==> src/rtl/edge_detect_multi_if.sv <==
// Channel bundle for edge_detect_multi: raw inputs and controls in, filtered
// level, edge pulse/direction and sticky flags out.
interface edge_detect_multi_if #(
  parameter int NUM_CH = 4
);
  logic [NUM_CH-1:0]   sig;
  logic [2*NUM_CH-1:0] mode;
  logic [NUM_CH-1:0]   clr_sticky;
  logic [NUM_CH-1:0]   level;
  logic [NUM_CH-1:0]   pulse;
  logic [NUM_CH-1:0]   dir;
  logic [NUM_CH-1:0]   sticky;

  modport master (
    output sig, mode, clr_sticky,
    input  level, pulse, dir, sticky
  );

  modport slave (
    input  sig, mode, clr_sticky,
    output level, pulse, dir, sticky
  );
endinterface

==> src/rtl/edge_detect_multi.sv <==
// Per-channel synchroniser, debounce filter, mode-qualified edge pulse and sticky flag.
// Level updates SYNC_STAGES+max(DB_CYCLES,1) edges after a held input change; no backpressure.
module edge_detect_multi #(
  parameter int NUM_CH      = 4,
  parameter int SYNC_STAGES = 2,
  parameter int DB_CYCLES   = 1000
) (
  input logic                clk,
  input logic                rst,
  edge_detect_multi_if.slave bus
);

  localparam int CNT_W = (DB_CYCLES < 2) ? 1 : $clog2(DB_CYCLES + 1);

  logic [NUM_CH-1:0] s;
  logic [NUM_CH-1:0] level_q;
  logic [NUM_CH-1:0] level_d;
  logic [NUM_CH-1:0] rise;
  logic [NUM_CH-1:0] fall;
  logic [NUM_CH-1:0] pulse;
  logic [NUM_CH-1:0] dir;
  logic [NUM_CH-1:0] sticky_q;

  for (genvar i = 0; i < NUM_CH; i++) begin : g_ch
    logic [SYNC_STAGES-1:0] sync_q;
    logic                   lvl;
    logic                   lvl_d;
    logic                   stk;

    always_ff @(posedge clk) begin
      if (rst) begin
        sync_q <= '0;
      end else begin
        sync_q <= {sync_q[SYNC_STAGES-2:0], bus.sig[i]};
      end
    end

    assign s[i] = sync_q[SYNC_STAGES-1];

    if (DB_CYCLES < 2) begin : g_nodb
      always_ff @(posedge clk) begin
        if (rst) begin
          lvl <= 1'b0;
        end else begin
          lvl <= s[i];
        end
      end
    end else begin : g_db
      localparam logic [CNT_W-1:0] CNT_LAST = CNT_W'(DB_CYCLES - 1);
      logic [CNT_W-1:0] cnt;

      // Any sample agreeing with the current level restarts the stability count.
      always_ff @(posedge clk) begin
        if (rst) begin
          lvl <= 1'b0;
          cnt <= '0;
        end else if (s[i] == lvl) begin
          cnt <= '0;
        end else if (cnt == CNT_LAST) begin
          lvl <= s[i];
          cnt <= '0;
        end else begin
          cnt <= cnt + 1'b1;
        end
      end
    end

    always_ff @(posedge clk) begin
      if (rst) begin
        lvl_d <= 1'b0;
      end else begin
        lvl_d <= lvl;
      end
    end

    assign level_q[i] = lvl;
    assign level_d[i] = lvl_d;
    assign rise[i]    = lvl & ~lvl_d;
    assign fall[i]    = ~lvl & lvl_d;
    // Mode gates only the pulse; a disabled edge is dropped, never deferred.
    assign pulse[i]   = (rise[i] & bus.mode[2*i]) | (fall[i] & bus.mode[2*i+1]);
    assign dir[i]     = rise[i] & pulse[i];

    always_ff @(posedge clk) begin
      if (rst) begin
        stk <= 1'b0;
      end else if (pulse[i]) begin
        stk <= 1'b1;
      end else if (bus.clr_sticky[i]) begin
        stk <= 1'b0;
      end
    end

    assign sticky_q[i] = stk;
  end

  assign bus.level  = level_q;
  assign bus.pulse  = pulse;
  assign bus.dir    = dir;
  assign bus.sticky = sticky_q;

endmodule

==> src/flat_wrapper.sv <==
// flat-port wrapper written by rule: the top's interface ports become plain ports
module edge_detect_multi_flat 
#(
  parameter int NUM_CH      = 4,
  parameter int SYNC_STAGES = 2,
  parameter int DB_CYCLES   = 1000
)
  (clk, rst, bus_sig, bus_mode, bus_clr_sticky, bus_level, bus_pulse, bus_dir, bus_sticky);
  edge_detect_multi_if #(.NUM_CH(NUM_CH)) bus_i ();
  input logic clk;
  input logic rst;
  input wire logic [$bits(bus_i.sig)-1:0] bus_sig;
  input wire logic [$bits(bus_i.mode)-1:0] bus_mode;
  input wire logic [$bits(bus_i.clr_sticky)-1:0] bus_clr_sticky;
  output wire logic [$bits(bus_i.level)-1:0] bus_level;
  output wire logic [$bits(bus_i.pulse)-1:0] bus_pulse;
  output wire logic [$bits(bus_i.dir)-1:0] bus_dir;
  output wire logic [$bits(bus_i.sticky)-1:0] bus_sticky;
  assign bus_i.sig = bus_sig;
  assign bus_i.mode = bus_mode;
  assign bus_i.clr_sticky = bus_clr_sticky;
  assign bus_level = bus_i.level;
  assign bus_pulse = bus_i.pulse;
  assign bus_dir = bus_i.dir;
  assign bus_sticky = bus_i.sticky;
  edge_detect_multi #(.NUM_CH(NUM_CH), .SYNC_STAGES(SYNC_STAGES), .DB_CYCLES(DB_CYCLES)) u_core (.clk(clk), .rst(rst), .bus(bus_i));
endmodule
==> config.mk <==
export PLATFORM = sky130hd
export DESIGN_NAME = edge_detect_multi_flat
export DESIGN_NICKNAME = d
export VERILOG_FILES = /design/src/rtl/edge_detect_multi_if.sv /design/src/rtl/edge_detect_multi.sv /design/src/flat_wrapper.sv
export SDC_FILE = /design/constraint.sdc
export NUM_CORES = 1
export LEC_CHECK = 0
export BUFFER_PORTS_ARGS = -buffer_cell sky130_fd_sc_hd__buf_2
export CAP_MARGIN = 10
export CORE_MARGIN = 2
export CORE_UTILIZATION = 50
export DETAILED_ROUTE_END_ITERATION = 10
export PLACE_DENSITY_LB_ADDON = 0.15
export SYNTH_ARGS = -nofsm -noshare
export SYNTH_HDL_FRONTEND = slang
export SYNTH_SLANG_ARGS = --single-unit
==> constraint.sdc <==
create_clock -name clk -period 1.45 [get_ports clk]
set_input_delay 0 -clock clk [delete_from_list [all_inputs] [get_ports clk]]
set_output_delay 0 -clock clk [all_outputs]
set_load 0.01 [all_outputs]
---- Yosys cells after proc, flatten, opt, wreduce, memory -nomap -nowiden ----
Cells that the tools add are included.
storage, ports and cells
  flip-flop bits (word level) ............. 60
  output and inout port bits .............. 16
  bits of input ports ..................... 18
cells by class
  eq/ne operators ......................... 8
  reduce and logical (&&, ||, !) cells .... 12
  mux-type cells .......................... 8
  $add $sub $neg .......................... 4
  bitwise gates (word level) .............. 36
operators by type and width
  operator               count
  $add 10x1->10 const B  4
  $eq 10x10->1 const B   4
  $and 1x1->1            20
  $not 1->1              12
  $reduce_or 3->1        4
  $mux 1                 8
  $reduce_and 2->1       4
  $reduce_bool 2->1      4
  $eq 1x1->1             4
  $or 1x1->1             4

---- Logic depth before layout (Yosys ltp) ----
Gate-level depths: netlist of run 1.
  depth in word-level cells ............... 5
  depth in mapped cells ................... 5
  gate-level depth less buffers ........... 5

---- Worst setup path after synthesis of run 1 ----
OpenSTA, ideal clock, no wires.
  path type ............................... flip-flop to flip-flop
  start point ............................. register u_core.g_ch[2].g_db.cnt[0]
  end point ............................... register u_core.g_ch[2].g_db.cnt[7]
  cell stages (with the launch flop) ...... 5
  slack ................................... 0.181 ns
  arrival ................................. 1.150 ns
  data required time ...................... 1.331 ns
  period minus slack after synthesis ...... 1.269 ns
  path through ............................ dfxtp_1 ha_1 and4bb_2 a31oi_1 o221a_2
on the way
  word-level cells in the longest chain between the ends .. 2
ends and longest elaborated chain
  what                                                                   RTL line                 source
  start, declared                                                        edge_detect_multi.sv:50  logic [CNT_W-1:0] cnt;
  start signal, assigned                                                 edge_detect_multi.sv:63  cnt <= cnt + 1'b1;
  parallel branches: the longest is 2 deep, another holds $add 10x1->10  n/a
Parallel ways; which one is timed is not known.
A chain may end at the register's enable or synchronous reset.

---- Worst setup path in the final report of run 1 ----
Same ends and word-level chain as after synthesis.

==> results_dict.tcl, run 1 <==
set metrics [dict create \
    grt_max_degree 14 \
    syn-cell-area_mm2 0.00255 \
    timing.final.crit_share_pct 92.4 \
    avgSynthCellArea_um2 9.66 \
    clkSinkCount 60 \
    hp-start "bus_clr_sticky[1]" \
    power_w 0.00291 \
    fin_crit_ps 1340 \
    synth.ff_latch_count 60 \
    status "finished, final reports clean" \
    die_x_um 75.4 \
    cts.clk_slew.worst_paths_ps 60 \
    grt_usage_pct 18.2 \
    die-area_mm2 0.00569 \
    drtIter0Drc 87 \
    syn-num-nets 286 \
    tritoncts "done" \
    path_class "flip-flop to flip-flop" \
    htreeDepth 3 \
    r2r_slack_ps 110 \
    mostFrequentLayoutCell "dfxtp_1" \
    irDropWorstVdd_v 0.000486 \
    core_mm2 0.00482 \
    ys.warnings.count 0 \
    r2r-end "u_core.g_ch[2].g_db.cnt[7]" \
    utilization_pct 62.2 \
    wl_met3_um 192 \
    p_per_area_mw_per_mm2 972 \
    fmax_mhz 747 \
    wl_met2_um 1890 \
    antenna_cells 0 \
    whs_ps 25.2 \
    die_y_um 75.4 \
    place_congestion 0.758 \
    rows 25 \
    root_buffer "clkbuf_8" \
    p_leak_nw 1.21 \
    skew_ps 7.59 \
    startpoint_type "flip-flop" \
    overflow 0 \
    required_ps 1670 \
    whs_path_depth 3 \
    path_max_fanout 4 \
    final_nets 331 \
    slew-limit-headroom_pct 78.3 \
    highest_layer "met4" \
    hold_class "input pin to flip-flop" \
    post_drt_wl_per_cell_um 11.6 \
    port_buffers 33 \
    place_hpwl_um 3150 \
    worst_setup_path_end_kind "flip-flop" \
    drc 0 \
    rr_startpoint "u_core.g_ch[2].g_db.cnt[0]" \
    synth_seq_area_share_pct 47.1 \
    min_to "u_core.g_ch[1].stk" \
    ff2ff_path_depth 4 \
    report.final.slew_viol_count 0 \
    synth.distinct_cells 38 \
    setup_viol_count_final 0 \
    cts_buffer_depth 2 \
    synthCells 264 \
    met1_length_um 2180 \
    drive_gt1_share_pct 24.8 \
    grt_pass1_vias 1763 \
    antenna_found_initial 0 \
    grt_pass1_wl_um 7760 \
    initial_core_util_pct 53.0 \
    wl_um 4370 \
    vias 1915 \
    crit_arrival_ps 1560 \
    antenna_left 0 \
    tns_ps 0 \
    areaGrowthSynthToFinish_pct 17.5 \
    clk_latency_ps 330 \
    cap_violations 0 \
    viasPerCell 5.07 \
    grt_setup_unrepaired "no" \
    n_fill_cell 438 \
    io_pins 34 \
    layout_common_cells "59 x dfxtp_1, 38 x nor2_1, 33 x buf_2" \
    dr.pass1.iters 4 \
    finalHoldViolations 0 \
    tightest_slew_ps 324 \
    numCtsBuffers 9 \
]
[per-stage QoR]
step | area, um^2 | std cells | setup WS, ps
2_1_floorplan | 2550 | 264 | 181
3_3_place_gp | 2760 | 357 | 139
3_5_place_dp | 2760 | 357 | 108
4_1_cts | 2980 | 378 | 37.3
5_1_grt | 3000 | 378 | 18.7
6_report | 3000 | 378 | 111
[layer usage]
layer  GRT usage [%]  vias up
met4            9.94        0
met1            24.9      870
met3            4.63       12
met5               0        -
li1                -      992
met2            26.2       41
[worst max-delay path by stage]
stage,from,end,depth (start not counted)
floorplan,u_core.g_ch[2].g_db.cnt[0],u_core.g_ch[2].g_db.cnt[7],4
global placement,u_core.g_ch[2].g_db.cnt[0],u_core.g_ch[2].g_db.cnt[6],5
detailed placement,u_core.g_ch[2].g_db.cnt[0],u_core.g_ch[2].g_db.cnt[7],4
CTS,u_core.g_ch[0].lvl,bus_pulse[0],4
global route,u_core.g_ch[2].g_db.cnt[0],u_core.g_ch[2].lvl,5
finish,u_core.g_ch[2].g_db.cnt[0],u_core.g_ch[2].g_db.cnt[7],4
[repair_timing]
action	CTS	global route
setup endpoints to repair	0	5
buffers inserted	0	0
gates resized for setup	0	6
hold buffers	8	0
hold endpoints to repair	8	0
[flip-flops by register name, indices dropped and copies added, names as in the netlist]
name	count
u_core.g_ch.lvl_d	4
u_core.g_ch.g_db.cnt	40
u_core.g_ch.lvl	4
u_core.g_ch.sync_q	8
u_core.g_ch.stk	4
[Yosys cell counts, drive strengths merged]
cell / count / area, um^2
a31oi: 3 / 18.8
nor3b: 3 / 22.5
nor3: 5 / 25.0
nand2: 14 / 52.6
o21ai: 2 / 10.0
o21ba: 4 / 40.0
xor2: 11 / 96.3
inv: 6 / 22.5
clkbuf: 1 / 3.75
a21o: 4 / 31.3
nand4: 4 / 25.0
nand2b: 2 / 12.5
ha: 4 / 50.1
and4: 4 / 35.0
buf: 10 / 68.8
o21bai: 1 / 7.51
o211ai: 4 / 30.0
and3: 12 / 75.1
and4bb: 4 / 53.8
a21oi: 4 / 20.0
a31o: 3 / 26.3
o221a: 3 / 33.8
mux2i: 4 / 40.0
nor2b: 14 / 87.6
nand3: 19 / 130
dfxtp: 60 / 1200
and3b: 1 / 8.76
and2b: 1 / 8.76
nor2: 42 / 183
xnor2: 15 / 131
[final cells by class]
type | count | area [um^2] | share of cell area (%)
Inverter | 6 | 22.5 | 0.751
Timing Repair Buffer | 45 | 275 | 9.18
Sequential cell | 60 | 1200 | 40.1
Multi-Input combinational cell | 187 | 1270 | 42.5
Clock buffer | 13 | 139 | 4.63
Tap cell | 67 | 83.8 | 2.80
[power by group]
part	switching [W]	internal [W]
Clock	0.000568	0.000594
Sequential	0.00000693	0.00166
Combinational	0.0000340	0.0000490
Total	0.000609	0.00231
[critical path, stage by stage, from the launching register on]
cell	delay [ps]
dfxtp_1	380
ha_2	230
and4bb_2	290
a31oi_1	100
o221a_2	250
[cell families after synthesis]
logic type	Yosys count	share of synthesized area (%)
adders and majority gates	4	1.96
and+or+nand+nor	125	28.2
DFF	60	47.1
AOI/OAI and AO/OA	28	8.53
xor gates and xnor gates	26	8.93
buffers and inverters	17	3.73
muxes	4	1.57
No activity file was read; power rests on OpenSTA's default activity.
==> run 2, diff against run 1 <==
==> constraint.sdc (replaced) <==
create_clock -name clk -period 1.55 [get_ports clk]
set_input_delay 0 -clock clk [delete_from_list [all_inputs] [get_ports clk]]
set_output_delay 0 -clock clk [all_outputs]
set_load 0.01 [all_outputs]
==> results_dict.tcl, run 2 (synthesized netlist as in run 1, its figures left out) <==
set metrics [dict create \
    status "finished, final reports clean" \
    grt_pass1_vias 1767 \
    drc 0 \
    place_congestion 0.764 \
    multi_input_area_mm2 0.00125 \
    top_register "u_core.g_ch.g_db.cnt" \
    cap_violations 0 \
    p_per_area_mw_per_mm2 955 \
    irDropWorstVdd_v 0.000670 \
    die-area_mm2 0.00569 \
    cts_buffer_depth 2 \
    postCtsHoldBufs 7 \
    post_cts_buffers 0 \
    required_ps 1550 \
    grtUsageMet3_pct 4.37 \
    vias 1905 \
    crit_arrival_ps 1360 \
    antenna_left 0 \
    grt_pass1_wl_um 7580 \
    drive_gt1_share_pct 23.5 \
    skew_ps 5.76 \
    largest_reg_flops 40 \
    grt_setup_unrepaired "no" \
    grt_max_degree 24 \
    power_w 0.00285 \
    layout_common_cells "60 x dfxtp_1, 38 x nor2_1, 33 x buf_2" \
    timing.final.crit_share_pct 87.4 \
    overflow 0 \
    worst_setup_path_end_kind "output port" \
    path_class "flip-flop to output port" \
    die_y_um 75.4 \
    top_usage_layer "met2" \
    tns_ps 0 \
    grt_usage_pct 17.7 \
    grt.met1_usage_pct 23.1 \
    fin_crit_ps 1360 \
    viasPerCell 5.05 \
    seq_area_mm2 0.00120 \
    p_leak_nw 1.21 \
    fmax_mhz 738 \
    reg_top3 "u_core.g_ch.g_db.cnt x40, u_core.g_ch.sync_q x8" \
    setup_viol_count_final 0 \
    slew-limit-headroom_pct 74.2 \
    antenna_found_initial 0 \
    die_x_um 75.4 \
    clk_latency_ps 330 \
    wl_um 4360 \
    htreeDepth 3 \
    tightest_slew_ps 387 \
    areaGrowthSynthToFinish_pct 16.9 \
    tritoncts "done" \
    mostFrequentLayoutCell "dfxtp_1" \
    report.final.slew_viol_count 0 \
    place_ws_ps 217 \
    drtIter0Drc 59 \
    cts.clk_slew.worst_paths_ps 60 \
    root_buffer "clkbuf_8" \
    path_max_fanout 4 \
    clkSinkCount 60 \
    n_fill_cell 428 \
    hold_class "input pin to flip-flop" \
    core_mm2 0.00482 \
    rows 25 \
    placed_area_mm2 0.00274 \
    numCtsBuffers 9 \
    startpoint_type "flip-flop" \
    initial_core_util_pct 53.0 \
    dr.pass1.iters 4 \
    io_pins 34 \
    post_drt_wl_per_cell_um 11.6 \
    fin_ws_ps 195 \
    place_hpwl_um 3040 \
    final_nets 328 \
    globalRouteMet2Util_pct 26.7 \
    antenna_cells 0 \
    port_buffers 33 \
    post_cts_resized 0 \
    postLayoutCellArea_mm2 0.00298 \
    finalHoldViolations 0 \
]
[run 2: cell types whose count changed in the layout (fill, tap and decap cells not counted), moves of 2 or more]
cell | previous run | this run
clkbuf_8 | 9 | 11
buf_4 | 4 | 2
nor3b_1 | 0 | 3
clkinv_2 | 0 | 2
clkbuf_1 | 4 | 2
nor3b_2 | 3 | 0
[run 2: report_power, final]
part	switching, W	total (W)	internal, W	leakage, nW
logic	0.0000309	0.0000730	0.0000421	0.636
clock network	0.000560	0.00121	0.000654	0.0893
registers	0.00000641	0.00156	0.00156	0.485
total	0.000597	0.00285	0.00225	1.21
[run 2: cell type report]
type / instances / share of cell area (%)
clock buffer: 13 / 5.33
multi-input combinational: 187 / 42.1
timing repair buffer: 42 / 8.39
sequential: 60 / 40.3
clock inverter: 2 / 0.336
tap: 67 / 2.81
inverter: 6 / 0.755
[run 2: final timing paths]
kind / from / end / slack (ps) / cells after the start
setup reg to reg: u_core.g_ch[2].g_db.cnt[0] / u_core.g_ch[2].g_db.cnt[7] / 200 / 4
hold reg to reg: u_core.g_ch[1].sync_q[0] / u_core.g_ch[1].sync_q[1] / 440 / 1
setup / recovery: u_core.g_ch[0].lvl / bus_pulse[0] / 190 / 4
hold / removal: bus_clr_sticky[1] / u_core.g_ch[1].stk / 20 / 3
[run 2: layer usage]
metal  vias up  share of wire (%)
met5         -                  0
met2        47                 44
met1       859                 50
met3         9                4.4
li1        990                  -
met4         0                2.3
[run 2: through the flow]
stage               util (%)  cells  hold slack (ps)
floorplan                  -    264              128
global placement        56.9    355              210
detailed placement      56.9    355              213
CTS                     61.9    377             5.60
global route            61.9    377             12.7
finish                  61.9    377             21.2
[run 2: critical path: stages, from the launching register on]
cell and delay [ps]:
dfxtp_1 400, inv_1 90, nor3b_1 240, a31o_2 160, buf_2 130
==> run 3, diff against run 2 <==
--- a/config.mk
+++ b/config.mk
@@ -5,10 +5,11 @@
 export SDC_FILE = /design/constraint.sdc
 export NUM_CORES = 1
 export LEC_CHECK = 0
+export ABC_AREA = 1
 export BUFFER_PORTS_ARGS = -buffer_cell sky130_fd_sc_hd__buf_2
 export CAP_MARGIN = 10
 export CORE_MARGIN = 2
-export CORE_UTILIZATION = 50
+export CORE_UTILIZATION = 31
 export DETAILED_ROUTE_END_ITERATION = 10
 export PLACE_DENSITY_LB_ADDON = 0.15
 export SYNTH_ARGS = -nofsm -noshare
==> results_dict.tcl, run 3 <==
set metrics [dict create \
    status "finished, final reports clean" \
    grt_max_degree 14 \
    synth_top_area_share_pct 44.7 \
    ys.warnings.count 0 \
    port_buffers 33 \
    final_nets 432 \
    setup_viol_count_final 0 \
    tritoncts "done" \
    synth_seq_area_share_pct 44.7 \
    synth_edf_count 0 \
    clk_latency_ps 340 \
    antenna_left 0 \
    vias 2201 \
    layout_common_cells "79 x nor2_1, 60 x dfxtp_1, 58 x nand2_1" \
    synth.distinct_cells 27 \
    cts_buffer_depth 2 \
    fmax_mhz 756 \
    top_register "u_core.g_ch.g_db.cnt" \
    crit_chain "ha_1 -> nand2_1 -> inv_2 -> nand3_1 -> nand2_2 -> nor2_1" \
    place_congestion 0.790 \
    dr.pass1.iters 4 \
    post_drt_wl_per_cell_um 9.59 \
    drive_gt1_share_pct 18.8 \
    p_per_area_mw_per_mm2 1040 \
    clkSinkCount 60 \
    path_class "flip-flop to flip-flop" \
    finalHoldViolations 0 \
    report.final.slew_viol_count 0 \
    root_buffer "clkbuf_8" \
    crit_slowest_cell "dfxtp_1" \
    worst_setup_path_end_kind "flip-flop" \
    fin_crit_ps 1320 \
    placed_area_mm2 0.00293 \
    ys_async_sr_fraction_pct 0 \
    mostFrequentLayoutCell "nor2_1" \
    cap_violations 0 \
    drc 0 \
    tightest_slew_ps 273 \
    p_leak_nw 1.37 \
    place_hpwl_um 3580 \
    grt_pass1_vias 2038 \
    die_y_um 97.2 \
    grt_usage_pct 11.3 \
    yosysTopAreaCell "dfxtp_1" \
    hold_class "input pin to flip-flop" \
    timing.final.crit_share_pct 85.3 \
    synth.ff_latch_count 60 \
    largest_reg_flops 40 \
    grt_pass1_wl_um 8650 \
    tns_ps 0 \
    irDropWorstVdd_v 0.000467 \
    core_mm2 0.00830 \
    areaGrowthSynthToFinish_pct 21.1 \
    antenna_cells 0 \
    syn-cell-area_mm2 0.00269 \
    synthFlopType "dfxtp_1" \
    syn-num-nets 388 \
    post_cts_buffers 0 \
    wl_um 4990 \
    numCtsBuffers 9 \
    avgSynthCellArea_um2 7.35 \
    required_ps 1780 \
    htreeDepth 3 \
    postLayoutCellArea_mm2 0.00326 \
    crit_arrival_ps 1550 \
    synthCells 366 \
    drtIter0Drc 43 \
    crit_path_max_incr_delay_ps 390 \
    synthTopCellsByCount "79 x nor2_1, 60 x dfxtp_1, 58 x nand2_1" \
    overflow 0 \
    rows 33 \
    path_max_fanout 8 \
    antenna_found_initial 0 \
    startpoint_type "flip-flop" \
    die-area_mm2 0.00944 \
    fin_ws_ps 227 \
    viasPerCell 4.23 \
    grt_setup_unrepaired "no" \
    io_pins 34 \
    yosysMostFrequentCell "nor2_1" \
    place_ws_ps 220 \
    yosys-top-cells-area "dfxtp_1 45%, nor2_1 11%, nand2_1 8.1%, inv_1 7.7%, nand3_1 5.8%" \
    die_x_um 97.2 \
    cts.clk_slew.worst_paths_ps 70 \
    reg_top3 "u_core.g_ch.g_db.cnt x40, u_core.g_ch.sync_q x8" \
    initial_core_util_pct 32.4 \
    skew_ps 7.70 \
    slew-limit-headroom_pct 81.7 \
]
==> run 3: layer usage <==
metal,GRT usage [%],vias up,share of wire (%)
met1,13.3,951,49
met4,6.83,0,2.4
met5,0,-,0
met2,18.6,34,44
met3,2.88,11,3.9
li1,-,1205,-
==> run 3: worst max-delay path, delay by kind of cell, from the launching register on <==
family | cells | cell delay [ps]
flops | 1 | 390
buf+inv | 1 | 80
fa+ha+maj | 1 | 190
simple gates | 4 | 540
==> run 3: logic make-up after synthesis <==
logic type	after synthesis	synth area share, %
compound gates	24	6.05
xor+xnor	15	4.88
fa+ha+maj	4	1.86
buf+inv	69	11.0
flops	60	44.7
simple gates	194	31.5
==> run 3: repair_timing <==
item	CTS	global route
gates resized for setup	0	0
hold endpoints to repair	8	0
hold buffers	8	0
==> run 3: final timing paths <==
path,end,from,slack (ps),cells past startpoint
max,u_core.g_ch[3].g_db.cnt[6],u_core.g_ch[3].g_db.cnt[0],230,6
min,u_core.g_ch[1].stk,bus_mode[3],10,5
max reg2reg,u_core.g_ch[3].g_db.cnt[6],u_core.g_ch[3].g_db.cnt[0],230,6
min reg2reg,u_core.g_ch[3].sync_q[1],u_core.g_ch[3].sync_q[0],400,2
==> run 3: stage by stage <==
stage	cells	power [W]	hold WS, ps	utilization, %
3_5_place_dp	496	0.00167	208	35.3
4_1_cts	520	0.00346	3.28	39.2
5_1_grt	520	0.00354	58.3	39.2
2_1_floorplan	366	0.00163	71.2	-
3_3_place_gp	496	0.00167	207	35.3
6_report	520	0.00340	13.3	39.2
==> run 3: power by group <==
part / internal [W] / switching [W]
registers: 0.00155 / 0.00000784
clock network: 0.00115 / 0.000602
logic: 0.0000420 / 0.0000420
total: 0.00275 / 0.000652
==> run 3: final cells by class <==
type | count | area [um^2]
Fill cell | 870 | 5040
Sequential cell | 60 | 1200
Multi-Input combinational cell | 237 | 1190
Timing Repair Buffer | 43 | 260
Inverter | 59 | 221
Clock buffer | 12 | 155
Tap cell | 105 | 131
Clock inverter | 4 | 95.1
